## src/rtl/regfile_multiport.sv

```systemverilog
// Parametrised multi-port register file: two async read ports, two sync write ports,
// optional write bypass and hard-zero r0, plus a one-register-per-cycle bulk clear engine.
module regfile_multiport #(
    parameter int WIDTH    = 32,
    parameter int ADDR_W   = 5,
    parameter int ZERO_REG = 1,
    parameter int BYPASS   = 1
) (
    input  logic              Clk,
    input  logic              Reset,
    input  logic              RegWriteA,
    input  logic [ADDR_W-1:0] WriteRegisterA,
    input  logic [WIDTH-1:0]  WriteDataA,
    input  logic              RegWriteB,
    input  logic [ADDR_W-1:0] WriteRegisterB,
    input  logic [WIDTH-1:0]  WriteDataB,
    input  logic [ADDR_W-1:0] ReadRegister1,
    input  logic [ADDR_W-1:0] ReadRegister2,
    output logic [WIDTH-1:0]  ReadData1,
    output logic [WIDTH-1:0]  ReadData2,
    input  logic              Clear,
    output logic              Busy
);

    localparam int DEPTH = 2 ** ADDR_W;
    localparam logic [ADDR_W-1:0] LAST_ADDR = ADDR_W'(DEPTH - 1);

    typedef enum logic {IDLE, CLEARING} state_t;

    state_t            state;
    logic [WIDTH-1:0]  regs [DEPTH];
    logic [ADDR_W-1:0] clearCount;
    logic              busyReg;
    logic              acceptA;
    logic              acceptB;

    // A write is accepted only when idle, out of reset, and not aimed at a hard-zero r0.
    always_comb begin
        acceptA = RegWriteA && !busyReg && !Reset;
        acceptB = RegWriteB && !busyReg && !Reset;
        if (ZERO_REG != 0 && WriteRegisterA == '0) acceptA = 1'b0;
        if (ZERO_REG != 0 && WriteRegisterB == '0) acceptB = 1'b0;
    end

    always_comb begin
        ReadData1 = regs[ReadRegister1];
        if (BYPASS != 0 && acceptA && WriteRegisterA == ReadRegister1) ReadData1 = WriteDataA;
        if (BYPASS != 0 && acceptB && WriteRegisterB == ReadRegister1) ReadData1 = WriteDataB;
        if (ZERO_REG != 0 && ReadRegister1 == '0) ReadData1 = '0;
    end

    always_comb begin
        ReadData2 = regs[ReadRegister2];
        if (BYPASS != 0 && acceptA && WriteRegisterA == ReadRegister2) ReadData2 = WriteDataA;
        if (BYPASS != 0 && acceptB && WriteRegisterB == ReadRegister2) ReadData2 = WriteDataB;
        if (ZERO_REG != 0 && ReadRegister2 == '0) ReadData2 = '0;
    end

    // Port B is written after port A so it wins on an address collision.
    always_ff @(posedge Clk or posedge Reset) begin
        if (Reset) begin
            for (int i = 0; i < DEPTH; i++) regs[i] <= '0;
            state      <= IDLE;
            clearCount <= '0;
            busyReg    <= 1'b0;
        end else begin
            case (state)
                IDLE: begin
                    if (acceptA) regs[WriteRegisterA] <= WriteDataA;
                    if (acceptB) regs[WriteRegisterB] <= WriteDataB;
                    if (Clear) begin
                        state      <= CLEARING;
                        clearCount <= '0;
                        busyReg    <= 1'b1;
                    end
                end
                CLEARING: begin
                    regs[clearCount] <= '0;
                    if (clearCount == LAST_ADDR) begin
                        state      <= IDLE;
                        clearCount <= '0;
                        busyReg    <= 1'b0;
                    end else begin
                        clearCount <= clearCount + 1'b1;
                    end
                end
                default: begin
                    state   <= IDLE;
                    busyReg <= 1'b0;
                end
            endcase
        end
    end

    assign Busy = busyReg;

endmodule

```

## config.mk

```make
export PLATFORM = sky130hd
export DESIGN_NAME = regfile_multiport
export DESIGN_NICKNAME = d
export VERILOG_FILES = /design/src/rtl/regfile_multiport.sv
export SDC_FILE = /design/constraint.sdc
export NUM_CORES = 2
export LEC_CHECK = 0
export BUFFER_PORTS_ARGS = -buffer_cell sky130_fd_sc_hd__buf_2
export CAP_MARGIN = 10
export CELL_PAD_IN_SITES_DETAIL_PLACEMENT = 1
export CELL_PAD_IN_SITES_GLOBAL_PLACEMENT = 2
export CORE_ASPECT_RATIO = 0.9
export CORE_MARGIN = 4
export CORE_UTILIZATION = 44
export DETAILED_ROUTE_END_ITERATION = 8
export GPL_TIMING_DRIVEN = 0
export PLACE_DENSITY_LB_ADDON = 0.1
export SYNTH_ARGS = -nofsm -noshare
export SYNTH_HDL_FRONTEND = slang
export SYNTH_SLANG_ARGS = --single-unit
```

## constraint.sdc

```tcl
create_clock -name Clk -period 101.6 [get_ports Clk]
set_clock_uncertainty 0.1 [all_clocks]
set_input_delay 10.16 -clock Clk [delete_from_list [all_inputs] [get_ports Clk]]
set_output_delay 10.16 -clock Clk [all_outputs]
set_load 0.02 [all_outputs]
```

Word-level counts from Yosys, hierarchy flattened
Index checks and enable logic that the tools add are counted.
- bits in read-only memories: 0
- latch bits: 0
- memories kept: 0
- input bits: 89
- RAM bits: 0
- flip-flop bits (word level): 1031
- divide/modulo/power cells: 0
- bitwise gates (word level): 8
- reductions and logical operators: 18
- multipliers: 0
- add/sub/neg operators: 1
- shifts and indexed selects: 0
- $lt $le $gt $ge: 8
- equality and inequality tests: 7
- mux-type cells: 35
- operators with widths (cell ; number):
    2-to-1 mux 1024 bit ; 3
    bitwise mux 1024 bit ; 2
    case mux 1024 bit (2 select lines) ; 1
    bitwise AND 1024 bit ; 1
    NOT 1024 bit ; 1
    demux 32 bit (select 5 bit) ; 3
    2-to-1 mux 32 bit ; 13
    binary-select mux 32 bit (select 5 bit) ; 2
    >= comparator 6 bit (second input constant) ; 5
    NOT 5 -> 6 bit ; 5
    equality test 5 bit ; 4
    logical NOT 5 bit ; 4
    less-than comparator 6 x 1 -> 1 bit (second input constant) ; 3
    logical AND 1 bit ; 11
    2-to-1 mux 5 bit ; 2
    case mux 5 bit (2 select lines) ; 1
    2-to-1 mux 1 bit ; 6
    adder 5 x 1 -> 5 bit (second input constant) ; 1
    equality test 5 bit (second input constant) ; 1
    case mux 1 bit (2 select lines) ; 2
    logical NOT 1 bit ; 2
    inequality test 2 x 1 -> 1 bit (second input constant) ; 1
    inequality test 2 bit (second input constant) ; 1
    AND reduction 2 bit ; 1
    NOT 1 bit ; 1

Logic depth before layout (Yosys ltp)
- depth in word-level cells: 11
- gate-level depth with buffers: 10
- gate-level depth less buffers: 7

Worst setup path after synthesis
No wires, ideal clock.
- path kind: input port to output port
- start point: input port ReadRegister1[2]
- end point: output port ReadData1[31]
- arrival: 11.936 ns
- stages on the path: 8
- setup slack: 79.404 ns
- required time: 91.340 ns
- cell sequence: buf_2 > or3b_2 > buf_2 > clkbuf_1 > o221ai_1 > a21oi_1 > a22o_1 > o221ai_1
- longest elaborated chain between the ends: 7
- ends and longest elaborated chain (item ; RTL line ; source):
    start, declared ; 17 ; input logic [ADDR_W-1:0] ReadRegister1,
    NOT 5 -> 6 bit (not written as such) ; 46 ; ReadData1 = regs[ReadRegister1];
    binary-select mux 32 bit (select 5 bit) ; 46 ;
    2-to-1 mux 32 bit (not written as such) (2 in series) ; 46 ;
    2-to-1 mux 32 bit ; 47 ; if (BYPASS != 0 && acceptA && WriteRegisterA == ReadRegister1) ReadData1 = WriteDataA;
    2-to-1 mux 32 bit ; 48 ; if (BYPASS != 0 && acceptB && WriteRegisterB == ReadRegister1) ReadData1 = WriteDataB;
    2-to-1 mux 32 bit * ; 49 ; if (ZERO_REG != 0 && ReadRegister1 == '0) ReadData1 = '0;
    end, declared ; 19 ; output logic [WIDTH-1:0] ReadData1,
Mark *: on every way between the ends. The rest lies on a longest branch, timed or not. The select of a mux whose other input is x is not followed.

Worst setup path in the final report
- start point: input port ReadRegister1[4]
- end point: output port ReadData1[0]
Same word-level chain as after synthesis.

==> results.md <==
- Counting cells, the worst reg-to-reg path comes to 5.
- The total power divided by cell area is 20.3 nW/um^2.
- In this run the most critical hold path is launched from regs[997].
- Synthesis instantiated 62 different standard cells from the library.
- The final critical-path required period is 25050 ps.
- The fraction of registers with async set/reset is 100%.
- The total standard cell area after synthesis is 76300 sq um.
- Ranked by total cell area, the synthesized netlist is headed by sky130_fd_sc_hd__dfrtp_1 34%, sky130_fd_sc_hd__mux2i_1 10%, sky130_fd_sc_hd__mux4_2 9.2%.
- Entering global routing, the biggest net connects 117 pins.
- At the end of routability-driven placement, the weighted congestion stood at 1.03.
- The detail-routed via count per cell is 7.42.
- The min-delay analysis places its worst path in the category reg2reg.
- The worst setup path is of the in2out kind.
- In this run the static leakage power is 0.0375 uW.
- The top cell type's share of synthesized area is 33.8%.
- The cell sitting at the root of the clock tree is a sky130_fd_sc_hd__clkbuf_16.
- Counting along the longest clock path gives a buffer depth of 3.
- The post-detailed-routing wire length is 445000 microns.
- Setup repair after global routing left no endpoint under its margin.
- The critical register-to-register path startpoint is state.
- The portion of the clock cycle consumed by the worst path in the final layout is 24.7%.
- In this run the vertical extent of the chip is 403 microns.
- The total grt overflow is 0.
- The first global-routing pass estimated 619000 microns of wire.
- Based on the critical path, the design can be clocked at up to 39.9 MHz.
- The sequential cells in the finished layout cover a total of 25800 sq um.
- The setup slack on the worst flop-to-flop path is 97290 ps.
- The final number of hold-violating endpoints was 0.
- The number of setup buffers added after CTS is 0.
- The sum of net half-perimeters after detailed placement is 355000 microns.
- The wire length per cell is 40.2 microns.
- The maximum vdd ir drop is 0.0176 mV.
- The TritonCTS clock tree is done.
- In this run the mean area of a mapped cell was 9.04 sq um.
- The cell area after placement is 80000 sq um.
- Yosys printed 0 warnings.
- Along the worst hold path, the cell count comes to 1.
- The clock net sink count is 1031.
- The worst slack at placement is 76990 ps.
- Setup total negative slack on the finished layout was measured at 0 ps.
- The critical path startpoint category is an input pin.
- STA classifies the critical path endpoint as an output pin.
- The number of setup violations in the final report is 0.
- The synthesized design contains 0 enable-type register cells.
- The residual DRC count is 0.
- The total number of vias is 82169.
- The number of global-route vias before repair came to 80471.
- The portion of the post-synthesis area used by sequential elements is 33.8%.
- The layout overhead on the synthesized area is 10.9%.
- The count of pins on the block boundary is 154.
- The least setup slack across all paths after layout is 76550 ps.
- The number of antenna violations at the first check in global routing is 18.
- In this run the worst path has a maximum fanout of 10.
- STA puts the critical path data required time at 91340 ps.
- In this run the standard cell core region covers 172000 sq um.
- The area of the multi-input gates is 45700 sq um.
- For hold timing, the worst endpoint is regs[997].
- The worst slew margin relative to its limit is -0.186%.
- The synthesized net count is 8525.
- The run finished, with violations left.
- The number of clock buffers inserted by TritonCTS is 135.
- At the end of the flow, the number of nets in the layout was 8796.
- The first detailed-routing pass took 6 iterations.
- The total of cells resized after clock tree synthesis is 0.
- The initial utilization of the core area, before any placement, comes to 44.4%.
- The max-capacitance violation count is 1.
- In the final layout, the share of cells above drive strength 1 is 12.2%.
- For this block, the initial DRC count from the detailed router was 12358.
- In this run the number of H-tree levels came out at 4.
- The commonest register cell after synthesis is sky130_fd_sc_hd__dfrtp_1.
- The actual transition at the worst max-transition pin is 1500 ps.
- The total track usage is 48.0%.
- The total die area is 180000 sq um.
- The final reports fail on max-capacitance violations, max-slew violations.
- The horizontal die dimension is 447 microns.
- At the later pin of the worst-skew pair, clock insertion delay measures 790 ps.
- After clock tree synthesis, the flow added hold-fix buffers numbering 0.
- Clock-pin slew was measured on the worst setup and hold paths at 60 ps.
- The synthesized design contains 1031 register bits.
- Summing all non-filler instances in the final layout gives an area of 84600 sq um.
- The max-slew violation count is 10.
- The signal arrival time at the worst endpoint is 14790 ps.
- Fill cells in the final layout number 19848.
- The number of cells produced by synthesis is 8431.
- The count of nets left with antenna violations once routing finished came out at 0.
- The endpoint of the most critical register-to-register path is regs[477].
- The count of standard-cell rows is 144.
- The library cell with the largest summed area after synthesis is sky130_fd_sc_hd__dfrtp_1.
- The total of buffers placed on input and output ports is 102.
-- Yosys cell counts, types with 12 or more instances --
| master | count |
|---|---|
| sky130_fd_sc_hd__a221oi_1 | 546 |
| sky130_fd_sc_hd__o22ai_1 | 64 |
| sky130_fd_sc_hd__nor2_1 | 1353 |
| sky130_fd_sc_hd__buf_2 | 204 |
| sky130_fd_sc_hd__nand2_1 | 880 |
| sky130_fd_sc_hd__inv_1 | 15 |
| sky130_fd_sc_hd__a31oi_1 | 24 |
| sky130_fd_sc_hd__nand3_1 | 48 |
| sky130_fd_sc_hd__and2_1 | 34 |
| sky130_fd_sc_hd__o221ai_1 | 66 |
| sky130_fd_sc_hd__mux2_2 | 75 |
| sky130_fd_sc_hd__a21o_1 | 88 |
| sky130_fd_sc_hd__a21oi_1 | 537 |
| sky130_fd_sc_hd__buf_6 | 22 |
| sky130_fd_sc_hd__o21ai_0 | 113 |
| sky130_fd_sc_hd__a22o_1 | 487 |
| sky130_fd_sc_hd__o31ai_1 | 503 |
| sky130_fd_sc_hd__dfrtp_1 | 1031 |
| sky130_fd_sc_hd__nor2b_1 | 14 |
| sky130_fd_sc_hd__and3_1 | 75 |
| sky130_fd_sc_hd__clkbuf_1 | 795 |
| sky130_fd_sc_hd__xnor2_1 | 12 |
| sky130_fd_sc_hd__o221ai_2 | 60 |
| sky130_fd_sc_hd__buf_1 | 45 |
| sky130_fd_sc_hd__clkinv_1 | 22 |
| sky130_fd_sc_hd__buf_4 | 29 |
| sky130_fd_sc_hd__mux2i_1 | 789 |
| sky130_fd_sc_hd__mux4_2 | 310 |
| sky130_fd_sc_hd__a311oi_1 | 79 |
-- flip-flops by register name, summed over array words and instances, names as in the netlist --
signal      count
regs         1024
clearCount      5
Busy            1
state           1
-- worst max-delay path, cell delays in order --
cell,delay (ps)
sky130_fd_sc_hd__clkbuf_1,640
sky130_fd_sc_hd__buf_2,410
sky130_fd_sc_hd__clkbuf_1,1130
sky130_fd_sc_hd__buf_1,820
sky130_fd_sc_hd__nand2_1,540
sky130_fd_sc_hd__a22o_1,360
sky130_fd_sc_hd__o221ai_2,410
sky130_fd_sc_hd__buf_2,280
-- through the flow --
step | util [%] | hold WS (ps) | power (uW) | instances
5_1_grt | 49.3 | 437 | 1770 | 11071
3_3_place_gp | 46.4 | 382 | 1160 | 10796
6_report | 49.3 | 413 | 1720 | 11078
4_1_cts | 49.1 | 415 | 1680 | 11054
3_5_place_dp | 46.6 | 397 | 1190 | 10813
2_1_floorplan | - | 367 | 965 | 8431
-- how the worst max path moves through the flow --
| stage | startpoint | endpoint | slack [ps] | depth (start not counted) |
|---|---|---|---|---|
| 3_3_place_gp | Reset | regs[214] | 45780 | 2 |
| 5_1_grt | ReadRegister1[4] | ReadData1[0] | 76910 | 8 |
| 6_report | ReadRegister1[4] | ReadData1[0] | 76550 | 8 |
| 3_5_place_dp | ReadRegister2[4] | ReadData2[31] | 76990 | 8 |
| 2_1_floorplan | Reset | Busy | 62330 | 1 |
| 4_1_cts | ReadRegister2[4] | ReadData2[31] | 76990 | 8 |
-- area by class of cell --
type                       instances  area share [%]
multi-input combinational       6264            54.0
sequential                      1031            30.5
antenna                            9          0.0266
buffer                          1098            5.51
clock inverter                    34           0.426
clock buffer                     207            4.73
tap                             2263            3.35
inverter                          38           0.177
timing repair buffer             134            1.26
-- cells by family after synthesis --
logic type,after synthesis,share of synthesized area (%)
xor gates and xnor gates,20,0.230
adders and majority gates,5,0.0820
buffers and inverters,1136,6.29
muxes,1180,20.7
and+or+nand+nor,2473,13.1
AOI/OAI and AO/OA,2586,25.7
DFF,1031,33.8
-- layer usage --
| metal | global-route usage, % | wire [microns] | part of all wire, % | vias to the layer above |
|---|---|---|---|---|
| met5 | 0 | 13 | 0.0029 | - |
| met4 | 35.0 | 40200 | 9.0 | 2 |
| met3 | 16.0 | 58000 | 13 | 1227 |
| met2 | 62.6 | 170000 | 38 | 6081 |
| met1 | 65.7 | 177000 | 40 | 42557 |
| li1 | - | - | - | 32302 |
-- where the power goes --
group          total, uW  switching [uW]  internal [uW]
clock                500             216            284
combinational        584             355            229
sequential           635             124            511
-- cells in the final DEF, fill, tap and decap left out, types with 9 or more instances in the layout --
| cell | count |
|---|---|
| sky130_fd_sc_hd__a21o_1 | 88 |
| sky130_fd_sc_hd__a21oi_1 | 537 |
| sky130_fd_sc_hd__a221oi_1 | 546 |
| sky130_fd_sc_hd__a22o_1 | 487 |
| sky130_fd_sc_hd__a311oi_1 | 79 |
| sky130_fd_sc_hd__a31oi_1 | 21 |
| sky130_fd_sc_hd__and2_1 | 34 |
| sky130_fd_sc_hd__and3_1 | 75 |
| sky130_fd_sc_hd__buf_1 | 45 |
| sky130_fd_sc_hd__buf_16 | 12 |
| sky130_fd_sc_hd__buf_2 | 307 |
| sky130_fd_sc_hd__buf_4 | 37 |
| sky130_fd_sc_hd__buf_6 | 22 |
| sky130_fd_sc_hd__buf_8 | 10 |
| sky130_fd_sc_hd__clkbuf_1 | 832 |
| sky130_fd_sc_hd__clkbuf_16 | 137 |
| sky130_fd_sc_hd__clkbuf_8 | 31 |
| sky130_fd_sc_hd__clkinv_1 | 22 |
| sky130_fd_sc_hd__clkinv_2 | 17 |
| sky130_fd_sc_hd__dfrtp_1 | 1031 |
| sky130_fd_sc_hd__diode_2 | 9 |
| sky130_fd_sc_hd__inv_1 | 14 |
| sky130_fd_sc_hd__mux2_2 | 75 |
| sky130_fd_sc_hd__mux2i_1 | 789 |
| sky130_fd_sc_hd__mux4_2 | 310 |
| sky130_fd_sc_hd__nand2_1 | 880 |
| sky130_fd_sc_hd__nand3_1 | 48 |
| sky130_fd_sc_hd__nand3b_1 | 11 |
| sky130_fd_sc_hd__nor2_1 | 1353 |
| sky130_fd_sc_hd__nor2b_1 | 14 |
| sky130_fd_sc_hd__o21ai_0 | 113 |
| sky130_fd_sc_hd__o221ai_1 | 66 |
| sky130_fd_sc_hd__o221ai_2 | 60 |
| sky130_fd_sc_hd__o22ai_1 | 64 |
| sky130_fd_sc_hd__o31ai_1 | 503 |
| sky130_fd_sc_hd__xnor2_1 | 12 |
Power figures use the tool's default switching activity.
